**config.mk**
```make
export PLATFORM = sky130hd
export DESIGN_NAME = vga_sync_decoder
export DESIGN_NICKNAME = d
export VERILOG_FILES = /design/src/rtl/vga_sync_decoder.sv
export SDC_FILE = /design/constraint.sdc
export NUM_CORES = 1
export LEC_CHECK = 0
export BUFFER_PORTS_ARGS = -buffer_cell sky130_fd_sc_hd__buf_2
export CORE_MARGIN = 1.5
export CORE_UTILIZATION = 26
export CTS_BUF_LIST = sky130_fd_sc_hd__clkbuf_8
export DETAILED_ROUTE_END_ITERATION = 10
export PLACE_DENSITY = 0.51
export RECOVER_POWER = 25
export REMOVE_ABC_BUFFERS = 1
export SLEW_MARGIN = 15
export SYNTH_ARGS = -nofsm -noshare
export SYNTH_HDL_FRONTEND = slang
export SYNTH_HIERARCHICAL = 1
export SYNTH_SLANG_ARGS = --single-unit
```
**constraint.sdc**
```tcl
create_clock -name clk -period 5.8 [get_ports clk]
set_clock_uncertainty 0.15 [all_clocks]
set_input_delay 0.58 -clock clk [delete_from_list [all_inputs] [get_ports clk]]
set_output_delay 0.58 -clock clk [all_outputs]
set_load 0.1 [all_outputs]
```
**src/rtl/vga_sync_decoder.sv**
```systemverilog
// Receive-side VGA timing recovery: synchronizes active-low hsync/vsync, recovers
// pixel/line coordinates, measures line/hsync/frame timing and tracks lock.

module vga_sync_in (
  input  logic clk,
  input  logic rst_n,
  input  logic syncN,
  output logic cur,
  output logic prev
);
  // sh[1:0] synchronize, sh[2] is the sampled level, sh[3] its previous value
  logic [3:0] sh;

  always_ff @(posedge clk) begin
    if (!rst_n) sh <= '1;
    else        sh <= {sh[2:0], syncN};
  end

  assign cur  = sh[2];
  assign prev = sh[3];
endmodule

module vga_sync_decoder #(
  parameter int XW          = 12,
  parameter int YW          = 11,
  parameter int LINE_TOL    = 1,
  parameter int LOCK_FRAMES = 2
) (
  input  logic          clk,
  input  logic          rst_n,
  input  logic          hsync_n_in,
  input  logic          vsync_n_in,
  output logic [XW-1:0] pixel_x,
  output logic [YW-1:0] pixel_y,
  output logic          line_start,
  output logic          frame_start,
  output logic [XW-1:0] line_period,
  output logic [XW-1:0] hsync_width,
  output logic [YW-1:0] frame_lines,
  output logic          locked,
  output logic          lock_lost
);
  localparam int CW = $clog2(LOCK_FRAMES + 1);
  localparam logic [XW-1:0] XMAX = '1;
  localparam logic [YW-1:0] YMAX = '1;

  typedef enum logic [1:0] {SEARCH, MEASURE, LOCKED} state_t;

  state_t        state;
  logic [CW-1:0] matchCnt;
  logic          lineErr;
  logic          vsPending;
  logic          hRiseR;

  logic [1:0] syncIn, cur, prev;
  assign syncIn = {vsync_n_in, hsync_n_in};

  for (genvar i = 0; i < 2; i++) begin : gSync
    vga_sync_in uSync (
      .clk  (clk),
      .rst_n(rst_n),
      .syncN(syncIn[i]),
      .cur  (cur[i]),
      .prev (prev[i])
    );
  end

  logic hFall, hRise, vFall;
  assign hFall = prev[0] & ~cur[0];
  assign hRise = ~prev[0] & cur[0];
  assign vFall = prev[1] & ~cur[1];

  logic [XW-1:0] xInc, pDiff;
  logic [YW-1:0] yInc;
  logic [CW-1:0] matchNext;
  logic          periodBad, linesMatch;

  assign xInc       = (pixel_x == XMAX) ? XMAX : pixel_x + 1'b1;
  assign yInc       = (pixel_y == YMAX) ? YMAX : pixel_y + 1'b1;
  assign pDiff      = (xInc > line_period) ? xInc - line_period : line_period - xInc;
  assign periodBad  = pDiff > XW'(LINE_TOL);
  assign linesMatch = (yInc == frame_lines);
  assign matchNext  = matchCnt + 1'b1;

  always_ff @(posedge clk) begin
    if (!rst_n) begin
      pixel_x     <= '0;
      pixel_y     <= '0;
      line_start  <= 1'b0;
      frame_start <= 1'b0;
      line_period <= '0;
      hsync_width <= '0;
      frame_lines <= '0;
      locked      <= 1'b0;
      lock_lost   <= 1'b0;
      state       <= SEARCH;
      matchCnt    <= '0;
      lineErr     <= 1'b0;
      vsPending   <= 1'b0;
      hRiseR      <= 1'b0;
    end else begin
      line_start  <= hFall;
      frame_start <= hFall & (vsPending | vFall);
      hRiseR      <= hRise;
      if (hFall)      vsPending <= 1'b0;
      else if (vFall) vsPending <= 1'b1;

      // measurements latch off the registered pulses, so they land a cycle later
      if (line_start) begin
        pixel_x     <= '0;
        line_period <= xInc;
      end else begin
        pixel_x <= xInc;
      end
      if (hRiseR) hsync_width <= xInc;
      if (frame_start) begin
        pixel_y     <= '0;
        frame_lines <= yInc;
      end else if (line_start) begin
        pixel_y <= yInc;
      end

      lock_lost <= 1'b0;
      // hsync timeout overrides every other event
      if (pixel_x == XMAX) begin
        if (state != SEARCH) begin
          state     <= SEARCH;
          matchCnt  <= '0;
          lineErr   <= 1'b0;
          locked    <= 1'b0;
          lock_lost <= (state == LOCKED);
        end
      end else begin
        case (state)
          SEARCH: begin
            if (frame_start) begin
              state    <= MEASURE;
              matchCnt <= '0;
              lineErr  <= 1'b0;
            end
          end
          MEASURE: begin
            if (frame_start) begin
              if (linesMatch && !lineErr && !periodBad) begin
                matchCnt <= matchNext;
                if (matchNext == CW'(LOCK_FRAMES)) begin
                  state  <= LOCKED;
                  locked <= 1'b1;
                end
              end else begin
                matchCnt <= '0;
              end
              lineErr <= 1'b0;
            end else if (line_start && periodBad) begin
              lineErr <= 1'b1;
            end
          end
          LOCKED: begin
            if (line_start && (periodBad || (frame_start && !linesMatch))) begin
              state     <= MEASURE;
              matchCnt  <= '0;
              lineErr   <= 1'b0;
              locked    <= 1'b0;
              lock_lost <= 1'b1;
            end
          end
          default: begin
            state  <= SEARCH;
            locked <= 1'b0;
          end
        endcase
      end
    end
  end
endmodule
```
==> results of run 1 <==
-- path summary, 6_finish.rpt --
kind,from,end,slack (ns),depth (start not counted)
worst max-delay path,pixel_x[0],locked,1.06,20
worst min-delay path,hsync_n_in,gSync[0].uSync/sh[0],0.23,2
worst max register to register,pixel_x[0],locked,1.06,20
worst min register to register,gSync[1].uSync/sh[1],gSync[1].uSync/sh[2],0.26,1
-- power breakdown --
part           switching [mW]  internal, mW
Sequential            0.00783         0.535
Combinational           0.124        0.0703
Clock                   0.233         0.175
-- area by class of cell --
class | instances | area, um2
clock buffers | 10 | 137.6
well taps | 229 | 286.5
fillers | 1973 | 12680
clock inverters | 6 | 53.80
multi-input cells | 436 | 3003
inverters | 35 | 131.4
repair buffers | 68 | 315.3
flip-flops and latches | 77 | 1543
-- layer usage --
layer,up-vias,GRT usage (%),part of all wire [%]
met3,4,3.863,6.1
met4,0,4.211,0.35
met1,2008,17.75,47
li1,2162,-,-
met5,-,0,0
met2,108,22.26,47
-- sequential cells by signal, indices dropped and copies added, names as in the netlist --
name            count
hsync_width        12
line_period        12
pixel_x            12
frame_lines        11
pixel_y            11
gSync.uSync/sh      8
matchCnt            2
state               2
frame_start         1
hRiseR              1
lineErr             1
line_start          1
lock_lost           1
locked              1
vsPending           1
-- cells by family (layout without fill, tap and decap cells) --
| kind of cell | after synthesis | count (layout) | share of synthesized area [%] |
|---|---|---|---|
| buffers and inverters | 71 | 119 | 6.752 |
| adder cells (fa/ha/maj) | 28 | 28 | 7.497 |
| AO/OA/AOI/OAI | 145 | 145 | 21.75 |
| multiplexers | 15 | 15 | 3.106 |
| XOR/XNOR | 29 | 29 | 5.802 |
| AND/OR/NAND/NOR | 219 | 219 | 23.47 |
| flip-flops | 77 | 77 | 31.63 |
-- synth_stat cells (4+ instances only) --
| cell | number |
|---|---|
| xnor2_1 | 17 |
| dfxtp_1 | 77 |
| o211a_1 | 24 |
| nand2b_1 | 14 |
| nand3_1 | 19 |
| nand4_1 | 14 |
| clkbuf_1 | 17 |
| buf_2 | 5 |
| o21ai_0 | 20 |
| buf_6 | 4 |
| nand2_1 | 53 |
| buf_4 | 7 |
| nor2b_1 | 15 |
| nor3_1 | 10 |
| inv_1 | 35 |
| nor2_1 | 49 |
| a21oi_1 | 37 |
| and4_1 | 5 |
| nor3b_1 | 4 |
| xor2_1 | 9 |
| mux2i_1 | 14 |
| ha_1 | 26 |
| and2_1 | 5 |
| o211ai_1 | 5 |
| a31oi_1 | 4 |
| and3_1 | 7 |
| o21ai_1 | 5 |
-- worst max-delay path, cell delays in order, from the launching register on --
cell and delay [ns]:
dfxtp_1 0.34, ha_1 0.22, and3_1 0.21, and3_1 0.22
nand4_1 0.17, nor2_1 0.10, buf_4 0.19, nor2b_1 0.30
inv_1 0.08, ha_1 0.21, fa_1 0.40, nand2b_1 0.16
a21oi_1 0.24, a21boi_1 0.15, xnor2_1 0.13, or4_1 0.48
and4b_1 0.31, o21a_2 0.19, nand3_1 0.09, nor2_1 0.15
o221a_1 0.20
-- cells in the final DEF, fill, tap and decap left out, types with 9 or more instances in the layout --
cell,n
dfxtp_1,76
nand2_1,53
nor2_1,49
buf_2,42
a21oi_1,37
inv_1,35
ha_1,26
o211a_1,24
clkbuf_1,24
o21ai_0,20
nand3_1,19
xnor2_1,17
nor2b_1,15
nand4_1,14
nand2b_1,14
mux2i_1,14
nor3_1,10
clkbuf_8,10
xor2_1,9
-- per-stage QoR --
| step | instance area (um2) | instances | total power [mW] | hold WS [ns] | setup slack [ns] |
|---|---|---|---|---|---|
| after global placement | 5311 | 845 | 0.7518 | 0.2373 | 1.101 |
| after detailed placement | 5311 | 845 | 0.7495 | 0.2425 | 1.080 |
| after global routing | 5470 | 861 | 1.202 | 0.2260 | 0.6826 |
| after floorplan | 4676 | 548 | 0.7056 | 0.2363 | 0.5523 |
| after CTS | 5503 | 861 | 1.167 | 0.2001 | 1.042 |
| final | 5470 | 861 | 1.144 | 0.2314 | 1.061 |
==> impl_results.md, run 1 <==
* Status: finished with violations
* Seq/Total Area, Yosys at 31.63%
* Async SR Flop Fraction at 0%
* CP arrival at 4.90 ns
* H-tree Lvls at 3
* Crit-path max FO at 13
* Setup crit end kind: register
* Max_slew headroom at -21.91%
* Cts hold-fix bufs at 0
* Initial Util at 26.85%
* Cell Area, Synth at 4873 um2
* GRT Total Usage at 13.74%
* I/O pin count at 66
* Post-CTS setup buffer count at 0
* PostCTS Resize Cnt at 0
* Clock Latency Late Sink at 0.37 ns
* Slew Limit Fails at 41
* Req. time, crit path at 5.96 ns
* Pin slew with the least headroom to its limit at 1.829 ns
* Antenna violations before repair at 0
* Power Density at 209.2 nW/um2
* Vias in the first global route at 3,989
* Final Critical Period at 4.739 ns
* Worst hold path class: input port to register
* Die width at 139.9 um
* HPWL after DPL at 9.658 mm
* # setup viols final at 0
* Largest net degree at the start of global routing at 47
* Failing checks: DRC, capacitance limit, slew limit
* Final #Nets at 659
* Post-Route WL at 13.17 mm
* Area fraction of the dominant cell type after synthesis at 31.63%
* Area growth, synth to finish at 12.25%
* # diodes at 0
* Setup TNS at 0 ns
* CTS Buffer Depth at 2
* Clk slew on worst S/H paths at 0.09 ns
* RSZ-0062 raised after global routing: no
* Residual DRC count at 4
* Core ar. at 18,150 um2
* Max-cap violations at 1
* Most used DFF post-synth: dfxtp_1
* Static leakage at 2.394 nW
* Number of detailed-route iterations in the first pass at 8
* CP Class: register to register
* Synth top area cells: dfxtp_1 (32%), ha_1 (6.7%), o211a_1 (4.9%)
* Crit start category: register
* Core Rows at 49
* Post-route antenna net violation count at 0
* Drt via density at 4.973
* Post-synthesis cell count at 584
* Post-synth top area cell: dfxtp_1
* Num CTS Buffers at 9
* Number of synthesized flops with an enable pin at 0
* Port Buf Inserts at 65
* Yosys warns at 6
* Root Driver: clkbuf_8
* Iteration-0 DRC Markers at 229
* #FFs+latches synth at 77
* Gp weighted congestion at 0.8817
* Clock sink count at 77
* Final Hold Fails at 0
* Die area at 19,570 um2
* Max Fclk at 0.2110 GHz
* Drt wl/cell at 15.30 um
* Die height at 139.9 um
* Peak supply drop at 0.1169 mV
* Mapped Avg Cell Area at 8.345 um2
* First-pass GRT wire length at 21.25 mm
* Grt ovf at 0
* CTS tree: done
* Layout cell share with drive strength beyond 1 at 13.45%
* Vias at 4,282
* Fin crit share at 81.70%
* Distinct cells, synth at 77
* Final core occ at 30.14%
No activity file was read; power rests on OpenSTA's default activity.
==> run 2: changes to the inputs <==
--- a/config.mk
+++ b/config.mk
@@ -5,12 +5,13 @@
 export SDC_FILE = /design/constraint.sdc
 export NUM_CORES = 1
 export LEC_CHECK = 0
+export ABC_AREA = 1
 export BUFFER_PORTS_ARGS = -buffer_cell sky130_fd_sc_hd__buf_2
 export CORE_MARGIN = 1.5
 export CORE_UTILIZATION = 26
 export CTS_BUF_LIST = sky130_fd_sc_hd__clkbuf_8
 export DETAILED_ROUTE_END_ITERATION = 10
-export PLACE_DENSITY = 0.51
+export PLACE_DENSITY = 0.53
 export RECOVER_POWER = 25
 export REMOVE_ABC_BUFFERS = 1
 export SLEW_MARGIN = 15
==> constraint.sdc (replaced) <==
create_clock -name clk -period 4.14 [get_ports clk]
set_clock_uncertainty 0.15 [all_clocks]
set_input_delay 0.414 -clock clk [delete_from_list [all_inputs] [get_ports clk]]
set_output_delay 0.414 -clock clk [all_outputs]
set_load 0.1 [all_outputs]
==> run 2 against run 1 <==
The run now ends clean. Count of clock-buffer cells in the layout up 1. Register-to-register slack worse by 0.75 ns. Sequential share of layout area down 2.5 points. Global-route usage up 1.3 points. Critical path depth up 7. Critical path type unchanged. Highest routed layer unchanged.
==> impl_results.md, run 2 <==
* Max_slew headroom at 15.16%
* # setup viols final at 0
* Status: complete, no violations
* R2R Setup Slk at 0.31 ns
* Worst hold endpoint: gSync[0].uSync/sh[0]
* Mapped Avg Cell Area at 6.324 um2
* Worst hold path depth at 3
* Cell Area, Synth at 4971 um2
* I/O pin count at 66
* Final #Nets at 895
* Power Density at 349.3 nW/um2
* Clock Latency Late Sink at 0.38 ns
* Grt ovf at 0
* Area growth, synth to finish at 21.17%
* Gp weighted congestion at 0.8814
* Leading cell type in the layout, fill and taps excluded: nand2_1
* Slew Limit Fails at 0
* Drt via density at 4.472
* Fraction of the mapped netlist area in adder cells at 7.350%
* Seq/Total Area, Yosys at 31.01%
* Drt wl/cell at 13.23 um
* CTS tree: done
* Num CTS Buffers at 9
* Clock sink count at 77
* # diodes at 0
* Die height at 141.3 um
* Final Critical Period at 3.827 ns
* Core Rows at 50
* Post-Synth XOR/XNOR Area at 1.762%
* Residual DRC count at 0
* Synth top area cells: dfxtp_1 (31%), nand2_1 (18%), inv_1 (11%)
* R2R cell count at 27
* Area fraction of the dominant cell type after synthesis at 31.01%
* Main combinational cell family by area after synthesis: simple AND/OR/NAND/NOR gates
* Setup ws final at 0.3126 ns
* Power, Total at 2.104 mW
* R2R Path Start: pixel_x[0]
* Fin crit share at 92.45%
* #FFs+latches synth at 77
* Post-synth top area cell: dfxtp_1
* CTS Buffer Depth at 2
* Pin slew with the least headroom to its limit at 1.278 ns
* Async SR Flop Fraction at 0%
* Most common cell in the netlist: nand2_1
* Non-Filler Cell Area, Final at 6023 um2
* Static leakage at 3.132 nW
* CP arrival at 4.00 ns
* Req. time, crit path at 4.31 ns
* Port Buf Inserts at 65
* Die width at 141.3 um
* Core ar. at 18,710 um2
* Iteration-0 DRC Markers at 239
* Cts hold-fix bufs at 0
* Worst hold path class: input port to register
* Root Driver: clkbuf_8
* Vias at 4,928
* First-pass GRT wire length at 23.74 mm
* Dpl ws at 0.1377 ns
* Die area at 19,960 um2
* Most used DFF post-synth: dfxtp_1
* Clk slew on worst S/H paths at 0.09 ns
* Post-route insts no fill at 1,102
* Largest regs: hsync_width x12, line_period x12, pixel_x x12
* Placed Cells at 1,084
* Simple-gate portion of the synthesized area at 35.24%
* Yosys warns at 6
* Antenna violations before repair at 0
* Setup crit end kind: register
* Layout cell share with drive strength beyond 1 at 17.05%
* Hold wc startpoint: hsync_n_in
* Final core occ at 32.20%
* Post-Route WL at 14.57 mm
* Crit start category: register
* Post-route antenna net violation count at 0
* Worst flop-to-flop path endpoint: matchCnt[1]
* Most frequent cells in the layout: nand2_1 (229), inv_1 (147), dfxtp_1 (74), nor2_1 (62), nand3_1 (47)
* Max Fclk at 0.2613 GHz
* Max-cap violations at 0
* Initial Util at 26.58%
* CP Class: register to register
* Mux cell area share after synthesis at 0%
* H-tree Lvls at 3
* Peak supply drop at 0.1636 mV
* Top cells by count, synth: nand2_1 (236), inv_1 (150), dfxtp_1 (77), nor2_1 (70), nand3_1 (50)
* GRT Total Usage at 15.08%
* Crit-path max FO at 8
* Compound-Gate Fraction of Synth Area at 11.10%
* Final Hold Fails at 0
* Vias in the first global route at 4,641
* Number of detailed-route iterations in the first pass at 5
* Distinct cells, synth at 38
* HPWL after DPL at 11.16 mm
* Post-synthesis cell count at 786
* Number of synthesized flops with an enable pin at 0
* Largest net degree at the start of global routing at 33
* Placed Instance Area at 5629 um2
## run 2: cell type report
cell class / instances / area, um2
Clock buffer: 11 / 151.4
Clock inverter: 5 / 82.58
Fill cell: 2054 / 12680
Inverter: 158 / 593.1
Multi-Input combinational cell: 534 / 2923
Sequential cell: 77 / 1548
Tap cell: 234 / 292.8
Timing Repair Buffer: 83 / 432.9
## run 2: logic make-up (layout without fill, tap and decap cells)
kind of cell	Yosys count	in the layout
compound gates	97	97
flops	77	77
buf+inv	175	257
xor+xnor	10	10
simple gates	399	399
fa+ha+maj	28	28
## run 2: worst max path at each step
stage,startpoint,endpoint,slack (ns)
final,pixel_x[0],matchCnt[1],0.31
after global routing,pixel_x[0],matchCnt[1],-0.02
after CTS,pixel_x[0],matchCnt[0],0.08
after detailed placement,pixel_x[0],matchCnt[1],0.14
after global placement,pixel_x[0],matchCnt[1],0.18
after floorplan,pixel_x[2],matchCnt[0],-0.25
## run 2: worst max-delay path, cell delays in order (launching register included)
cell and delay (ns):
dfxtp_4 0.38, ha_2 0.20, nand3_2 0.12, nor3_4 0.20
inv_2 0.07, nor3_4 0.30, nand2_4 0.13, buf_4 0.16
nand2_1 0.06, nor2_1 0.05, inv_1 0.11, ha_4 0.23
buf_4 0.15, nand2_1 0.07, a21oi_1 0.06, nor2_1 0.13
nand2_1 0.12, o21ai_2 0.14, inv_2 0.07, nand4_1 0.08
o21ai_2 0.10, nand3_2 0.10, nand2_4 0.07, a21oi_4 0.21
nand2_2 0.07, nand2_1 0.07, clkinv_1 0.07, nor2_2 0.09
## run 2: metal layers
layer / global-route usage (%) / vias to the layer above / part of all wire (%)
li1: - / 2599 / -
met1: 21.53 / 2208 / 52
met2: 22.47 / 103 / 41
met3: 2.430 / 18 / 4.4
met4: 6.195 / 0 / 2.1
met5: 0 / - / 0
## run 2: where the power goes
group / internal (mW) / leakage (nW) / switching (mW)
logic: 0.182 / 2.39 / 0.419
registers: 0.780 / 0.625 / 0.0351
clock network: 0.374 / 0.120 / 0.313
total: 1.34 / 3.13 / 0.768
## run 2: what timing repair did
item / CTS / global route
endpoints found under the setup margin: 0 / 7
resized for setup: 0 / 48
endpoints found under the hold margin: 0 / 0
buffers inserted: 0 / 2
## run 2: per-stage QoR
| step | TNS (ns) | hold WS, ns |
|---|---|---|
| 4_1_cts | 0 | 0.04220 |
| 6_report | 0 | 0.06236 |
| 3_5_place_dp | 0 | 0.2381 |
| 2_1_floorplan | -1.340 | 0.2295 |
| 3_3_place_gp | 0 | 0.2330 |
| 5_1_grt | -0.03913 | 0.07607 |
